===== src/rtl/semaphore_phase_timer.sv =====
// Phase timer for the semaphore control unit.
// Latches the duration of the phase selected by TimerMux and counts it down in seconds
// derived from a clock prescaler. At expiry it issues a one-cycle trigger pulse.
// Optional feature macro: SEMAPHORE_PED_REQ_EN (pedestrian request shortens green phases).
module semaphore_phase_timer #(
    parameter int unsigned PRESCALE  = 50000000,
    parameter int unsigned CNT_W     = 8,
    parameter int unsigned T_PGREEN  = 30,
    parameter int unsigned T_SGREEN  = 20,
    parameter int unsigned T_YELLOW  = 4,
    parameter int unsigned T_PED_MIN = 5
) (
    input  logic             clock,
    input  logic             reset,
    input  logic             enable,
    input  logic [1:0]       TimerMux,
    output logic             trigger,
    output logic [CNT_W-1:0] remaining,
    output logic             tick,
    input  logic             ped_request,
    output logic             ped_pending
);

    // Truncate to the counter width, then force zero to one so a phase always lasts.
    function automatic logic [CNT_W-1:0] dur_clamp(input int unsigned t);
        logic [CNT_W-1:0] v;
        v = CNT_W'(t);
        if (v == '0) v = CNT_W'(1);
        return v;
    endfunction

    localparam logic [CNT_W-1:0] DUR_P   = dur_clamp(T_PGREEN);
    localparam logic [CNT_W-1:0] DUR_S   = dur_clamp(T_SGREEN);
    localparam logic [CNT_W-1:0] DUR_Y   = dur_clamp(T_YELLOW);
    localparam logic [CNT_W-1:0] PED_MIN = dur_clamp(T_PED_MIN);

    localparam int unsigned      PW         = (PRESCALE > 1) ? $clog2(PRESCALE) : 1;
    localparam logic [PW-1:0]    PRESC_LAST = PW'(PRESCALE - 1);

    function automatic logic [CNT_W-1:0] dur_sel(input logic [1:0] sel);
        case (sel)
            2'b00:   return DUR_P;
            2'b01:   return DUR_S;
            default: return DUR_Y;
        endcase
    endfunction

    typedef enum logic [1:0] {StLoad, StCount, StFire} state_e;

    state_e           state_q, state_d;
    logic [PW-1:0]    presc_q, presc_d;
    logic [CNT_W-1:0] rem_q, rem_d;
    logic             tick_q, tick_d;
    logic             trig_q, trig_d;

`ifdef SEMAPHORE_PED_REQ_EN
    logic       ped_s1_q, ped_s2_q, ped_prev_q;
    logic       ped_pending_q, ped_pending_d;
    logic [1:0] phase_q;
`endif

    // Next-state logic: load duration, count seconds, fire trigger.
    always_comb begin
        state_d = state_q;
        presc_d = presc_q;
        rem_d   = rem_q;
        tick_d  = 1'b0;
        trig_d  = 1'b0;
        unique case (state_q)
            StLoad: begin
                rem_d   = dur_sel(TimerMux);
                presc_d = '0;
                state_d = StCount;
            end
            StCount: begin
                if (enable) begin
                    if (presc_q == PRESC_LAST) begin
                        presc_d = '0;
                        tick_d  = 1'b1;
                        rem_d   = rem_q - CNT_W'(1);
                        if (rem_q == CNT_W'(1)) begin
                            state_d = StFire;
                            trig_d  = 1'b1;
                        end
                    end else begin
                        presc_d = presc_q + PW'(1);
                    end
`ifdef SEMAPHORE_PED_REQ_EN
                    // Shortening wins over a coincident tick; PED_MIN >= 1 keeps us in COUNT.
                    if (ped_pending_q && !phase_q[1] && (rem_q > PED_MIN)) begin
                        rem_d = PED_MIN;
                    end
`endif
                end
            end
            StFire: begin
                state_d = StLoad;
            end
            default: begin
                state_d = StLoad;
            end
        endcase
    end

    // Timer state and registered outputs.
    always_ff @(posedge clock or posedge reset) begin
        if (reset) begin
            state_q <= StLoad;
            presc_q <= '0;
            rem_q   <= '0;
            tick_q  <= 1'b0;
            trig_q  <= 1'b0;
        end else begin
            state_q <= state_d;
            presc_q <= presc_d;
            rem_q   <= rem_d;
            tick_q  <= tick_d;
            trig_q  <= trig_d;
        end
    end

    assign trigger   = trig_q;
    assign tick      = tick_q;
    assign remaining = rem_q;

`ifdef SEMAPHORE_PED_REQ_EN
    // Pending flag: set on a synchronized rising edge, cleared when a yellow phase loads.
    always_comb begin
        ped_pending_d = ped_pending_q;
        if (state_q == StLoad && TimerMux[1]) ped_pending_d = 1'b0;
        if (ped_s2_q && !ped_prev_q) ped_pending_d = 1'b1;
    end

    // Button synchronizer, edge history, pending flag and latched phase.
    always_ff @(posedge clock or posedge reset) begin
        if (reset) begin
            ped_s1_q      <= 1'b0;
            ped_s2_q      <= 1'b0;
            ped_prev_q    <= 1'b0;
            ped_pending_q <= 1'b0;
            phase_q       <= 2'b00;
        end else begin
            ped_s1_q      <= ped_request;
            ped_s2_q      <= ped_s1_q;
            ped_prev_q    <= ped_s2_q;
            ped_pending_q <= ped_pending_d;
            if (state_q == StLoad) phase_q <= TimerMux;
        end
    end

    assign ped_pending = ped_pending_q;
`else
    logic unused_ped;
    assign unused_ped  = ped_request;
    assign ped_pending = 1'b0;
`endif

endmodule

===== config.mk =====
export PLATFORM = sky130hd
export DESIGN_NAME = semaphore_phase_timer
export DESIGN_NICKNAME = d
export VERILOG_FILES = /design/src/rtl/semaphore_phase_timer.sv
export SDC_FILE = /design/constraint.sdc
export NUM_CORES = 1
export LEC_CHECK = 0
export BUFFER_PORTS_ARGS = -buffer_cell sky130_fd_sc_hd__buf_2
export CORE_MARGIN = 2
export CORE_UTILIZATION = 44
export CTS_CLUSTER_SIZE = 30
export DETAILED_ROUTE_END_ITERATION = 16
export PLACE_DENSITY_LB_ADDON = 0.1
export SYNTH_ARGS = -nofsm -noshare
export SYNTH_HDL_FRONTEND = slang
export SYNTH_SLANG_ARGS = --single-unit

===== constraint.sdc =====
create_clock -name clock -period 7.6 [get_ports clock]
set_input_delay 0.76 -clock clock [delete_from_list [all_inputs] [get_ports clock]]
set_output_delay 0.76 -clock clock [all_outputs]
set_load 0.005 [all_outputs]

== Yosys cells after proc, flatten, opt, wreduce, memory -nomap -nowiden ==
Index checks and enable logic that the tools add are counted.

* Equal/unequal tests: 7
* Muxes and demuxes: 18
* Add/subtract/negate cells: 2
* Reduce and logical (&&, ||, !) cells: 6

{| class="wikitable"
|+ Operators with widths
! kind !! count
|-
| 26-bit 2-to-1 mux || 2
|-
| 26-bit case mux with 2 select lines || 1
|-
| 26-bit by 1-bit adder with 26-bit output (second input constant) || 1
|-
| 26-bit equality test (second input constant) || 1
|-
| 8-bit 2-to-1 mux || 2
|-
| 8-bit case mux with 2 select lines || 1
|-
| 5-bit case mux with 2 select lines || 1
|-
| 8-bit by 1-bit equality test with 1-bit output (second input constant) || 1
|-
| 8-bit by 1-bit subtractor with 8-bit output (second input constant) || 1
|-
| 1-bit 2-to-1 mux || 7
|-
| 2-bit 2-to-1 mux || 3
|-
| 2-bit inequality test (second input constant) || 3
|-
| 3-bit AND reduction || 2
|-
| 2-bit by 1-bit equality test with 1-bit output (second input constant) || 2
|-
| 2-bit logical NOT || 2
|-
| 2-bit case mux with 2 select lines || 1
|-
| 2-bit AND reduction || 1
|-
| 2-bit nonzero test || 1
|}

* Bits of input ports: 6
* Output and inout bits: 11
* Register bits after elaboration: 38

== Depth between registers and ports, before layout ==
* Word-level depth: 5
* Mapped depth: 7

== Worst setup path before layout ==
OpenSTA, ideal clock, no wires.

* Path kind: input to register
* Start: input port enable
* End: register presc_q[19]
* Stages on the path: 7
* Data required time: 7.523 ns
* Setup time: 0.077 ns
* Path slack: 4.981 ns
* Data arrival time: 2.541 ns
* Cell sequence: buf_2 > nor2b_1 > nor4b_2 > nand4bb_1 > clkbuf_1 > or4_1 > a21oi_1

* Longest elaborated chain between the ends: 2

{| class="wikitable"
|+ Ends and longest elaborated chain
! element !! RTL line !! source
|-
| from (decl) || 15 || <nowiki>input logic enable,</nowiki>
|-
| 2-bit inequality test (no line) || n/a ||
|-
| 2-bit AND reduction (no line) || n/a ||
|-
| to (signal assigned) || 115 || <nowiki>presc_q <= presc_d;</nowiki>
|-
| to (decl) || 51 || <nowiki>logic [PW-1:0] presc_q, presc_d;</nowiki>
|}

No other way between the ends.
A chain may end at the register's enable or synchronous reset.

== Worst setup path after layout ==
* Start: register presc_q[9]
* End: register rem_q[1], in the netlist remaining[1]

* Longest elaborated chain between the ends: 3

{| class="wikitable"
|+ Ends and longest elaborated chain
! element !! RTL line !! source
|-
| 26-bit equality test || 77 || <nowiki>if (presc_q == PRESC_LAST) begin</nowiki>
|-
| 2-bit inequality test (no line) || n/a ||
|-
| 3-bit AND reduction (no line) || n/a ||
|-
| to (signal assigned) || 116 || <nowiki>rem_q <= rem_d;</nowiki>
|-
| to (decl) || 52 || <nowiki>logic [CNT_W-1:0] rem_q, rem_d;</nowiki>
|}

No other way between the ends.

==> out/metrics.csv <==
stage;metric;value;unit
run_status;status;finished clean;
global_route;vias in the first global route;1769;
sta;minimum clock period;3.12;ns
yosys;leading post-synthesis cells by cell area;dfrtp_1 44%, nand2_1 5.4%, nor2_1 5.4%;
drt;post-route ant nets;0;
global_route;first-pass GRT wire length;8.38;mm
die;FP Rows;25;
yosys;Avg Inst Size Synth;8.77;um2
pwr;Power Internal;369;uW
critical_path;max incr delay on CP;0.79;ns
critical_path;CP arrival;3.26;ns
sta;RSZ-0062 raised after global routing;false;
clock_tree;post-CTS setup buffers;0;
pwr;PwrDens;199;nW/um2
clock_tree;post-cts sizing count;0;
critical_path;kind of critical path;flip-flop to flip-flop;
critical_path;critical path fanouts, max;22;
finish;nets;267;
clock_tree;Bufs on Longest Clock Path;2;
yosys;syn nets;255;
critical_path;CP max-delay cell;a21oi_2;
finish;Syn-to-layout area delta;11.8;%
pwr;Lkg Pwr;0.00104;uW
critical_path;startpoint types;flip-flop;
yosys;Syn Inst Count;246;
clock_tree;worst skew pair latency;0.30;ns
yosys;Synth Area in Compound Gates;0.0928;
yosys;Synth area leader;dfrtp_1;
drt;vias;1811;
sta;Max Slew Vio Count;0;
yosys;Mapped Area;2160;um2
yosys;fraction of registers with async set/reset;1.00;
drt;Vias/cell;5.56;
pwr;clock share of power;0.449;
pwr;Sw Pwr;112;uW
drt;post-DR wirelength/cell;15.1;um
critical_path;Setup crit start;presc_q[9];
yosys;Synth top area share;0.441;
yosys;largest family of logic cells by synthesized area;simple AND/OR/NAND/NOR gates;
global_route;GRT overflow;0;
critical_path;CP Capture Type;flip-flop;
sta;Final Hold Viols;0;
clock_tree;clock sinks;38;
pwr;combinational power share;0.069;
die;Core Area;4720;um2
sta;smallest hold slack;0.523;ns
pwr;peak supply drop;0.110;mV
finish;Core Util, Final;0.511;
pwr;Net Sw Frac;0.233;
yosys;post-synthesis mux area share;0.0191;
drt;TritonRoute pass-1 iters;5;
placement;DP HPWL;3.42;mm
yosys;Synth Area in Adders;0.0174;
die;Starting Density;0.457;
critical_path;Required @ worst endpoint;7.74;ns
global_route;Overall Global Routing Usage;0.203;
drt;DR DRC count;0;
die;I/O Pins;17;
yosys;Post-Synth XOR/XNOR Area;0.0649;
finish;layout cells sized above 1;0.116;
finish;Diodes inserted;0;
clock_tree;CTS Root Cell;clkbuf_8;
yosys;synthesized flop and latch total;38;
sta;setup violators final;0;
yosys;post-synth cell types;48;
die;Die Width;74.0;um
drt;final WL;4.91;mm
placement;# port buffers;14;
yosys;Simple-Gate Fraction of Synth Area;0.323;
critical_path;crit path cell chain;or4_1 > or4_1 > or4_1 > a21oi_2 > o221ai_1;
die;Die ar.;5480;um2
job;Max Cap Viol;0;
hold_path;hold path start;presc_q[0];
critical_path;worst r2r src;presc_q[9];
clock_tree;CTS tree;yes;
clock_tree;CTS Buf Count;5;
global_route;largest net degree at the start of global routing;39;
placement;Final Wtd Congestion;0.837;
sta;Setup WS post-layout;4.48;ns
yosys;Post-synth EDFFs;0;
clock_tree;Worst-path clk slew;0.08;ns
yosys;synthesis warning total;0;
global_route;initial antenna violation count;0;
die;die height;74.0;um
pwr;Seq pwr share;0.482;
sta;worst-margin pin slew;1.01;ns
sta;Rel. slew slack;0.329;
placement;pre-CTS setup slack;4.41;ns
sta;fin crit share;0.411;
drt;initial DRC count;92;
sta;Sum Neg Setup Slack;0;ns
clock_tree;# hold bufs at CTS;0;
sta;fmax;0.321;GHz
critical_path;most used cell, CP;or4_1;
sta;Worst Clk Skew;0.00805;ns
clock_tree;H-tree levels;2;
yosys;Seq/Total Area, Yosys;0.441;
hold_path;Worst Hold Class;flip-flop to flip-flop;
yosys;ys flop type;dfrtp_1;
critical path: cells and delay by family (launching register included):
kind,cells,cell delay [ns]
AO/OA/AOI/OAI,2,0.99
AND/OR/NAND/NOR,3,1.53
flip-flops,1,0.44
power groups by stage:
| stage | combinational (uW) | clock, uW | sequential, uW |
|---|---|---|---|
| after floorplan | 26.2 | 0 | 231 |
| after global placement | 32.8 | 0 | 235 |
| after global routing | 38.2 | 229 | 233 |
| final | 33.1 | 216 | 232 |
| after CTS | 33.3 | 220 | 231 |
| after detailed placement | 33.1 | 0 | 235 |
layout by cell type (no fill, tap or decap), types with 5 or more instances in the layout:
| cell type | netlist | final |
|---|---|---|
| buf_2 | 1 | 14 |
| nand3_1 | 15 | 15 |
| nor2_1 | 31 | 31 |
| or4_1 | 9 | 9 |
| o21ai_0 | 11 | 11 |
| nor3_1 | 7 | 7 |
| clkbuf_8 | 0 | 6 |
| xnor2_1 | 6 | 6 |
| nand2_1 | 31 | 31 |
| a21oi_1 | 5 | 5 |
| inv_1 | 9 | 9 |
| nand4_1 | 12 | 12 |
| xor2_1 | 10 | 10 |
| dfrtp_1 | 38 | 38 |
cell type report:
type	count	area, um2
clock buffer	6	82.6
clock inverter	2	60.1
multi-input combinational	188	1120
timing repair buffer	15	77.6
sequential	38	951
tap	67	83.8
fill	465	2310
inverter	10	37.5
final timing paths:
kind,endpoint,slack [ns],depth (start not counted)
min in group asynchronous,presc_q[6],0.57,3
hold / removal,presc_q[0],0.52,1
hold reg to reg,presc_q[0],0.52,1
setup reg to reg,remaining[1],4.48,5
setup / recovery,remaining[1],4.48,5
max in group asynchronous,presc_q[10],6.69,3
routing by layer:
layer,GRT usage,wire (um),up-vias
li1,-,-,896
met1,0.257,2260,872
met2,0.340,2420,38
met3,0.0528,167,5
met4,0.0646,63,0
met5,0,0,-
metrics by stage:
stage | instances | power [uW] | cell area [um2]
floorplan | 246 | 257 | 2160
global placement | 318 | 268 | 2270
detailed placement | 318 | 268 | 2270
CTS | 326 | 484 | 2410
global route | 326 | 500 | 2410
finish | 326 | 481 | 2410
state kept, by name, indices dropped and copies added (netlist names):
register	count
presc_q	26
remaining	8
state_q	2
tick	1
trigger	1
logic make-up after synthesis:
logic type | Yosys count
AO/OA/AOI/OAI | 32
XOR/XNOR | 16
adder cells (fa/ha/maj) | 3
buffers and inverters | 20
flip-flops | 38
multiplexers | 4
other | 1
AND/OR/NAND/NOR | 132
synthesized netlist by cell type (2+ instances only):
master and instances:
nand2_1 31, ha_1 3, a31oi_1 2, or3_1 3, or4_1 9, a21oi_1 5
nor3_1 7, nand3_1 15, o21ai_0 11, xnor2_1 6, clkbuf_1 4, nor4_1 4
buf_4 3, xor2_1 10, dfrtp_1 38, o31ai_1 4, nor2_1 31, nand4_1 12
inv_1 9, mux2i_1 3, buf_1 2, nor2b_1 2, nand2b_1 4, nand3b_1 2
and3_1 2, o211ai_1 2
No activity file was read; power rests on OpenSTA's default activity.
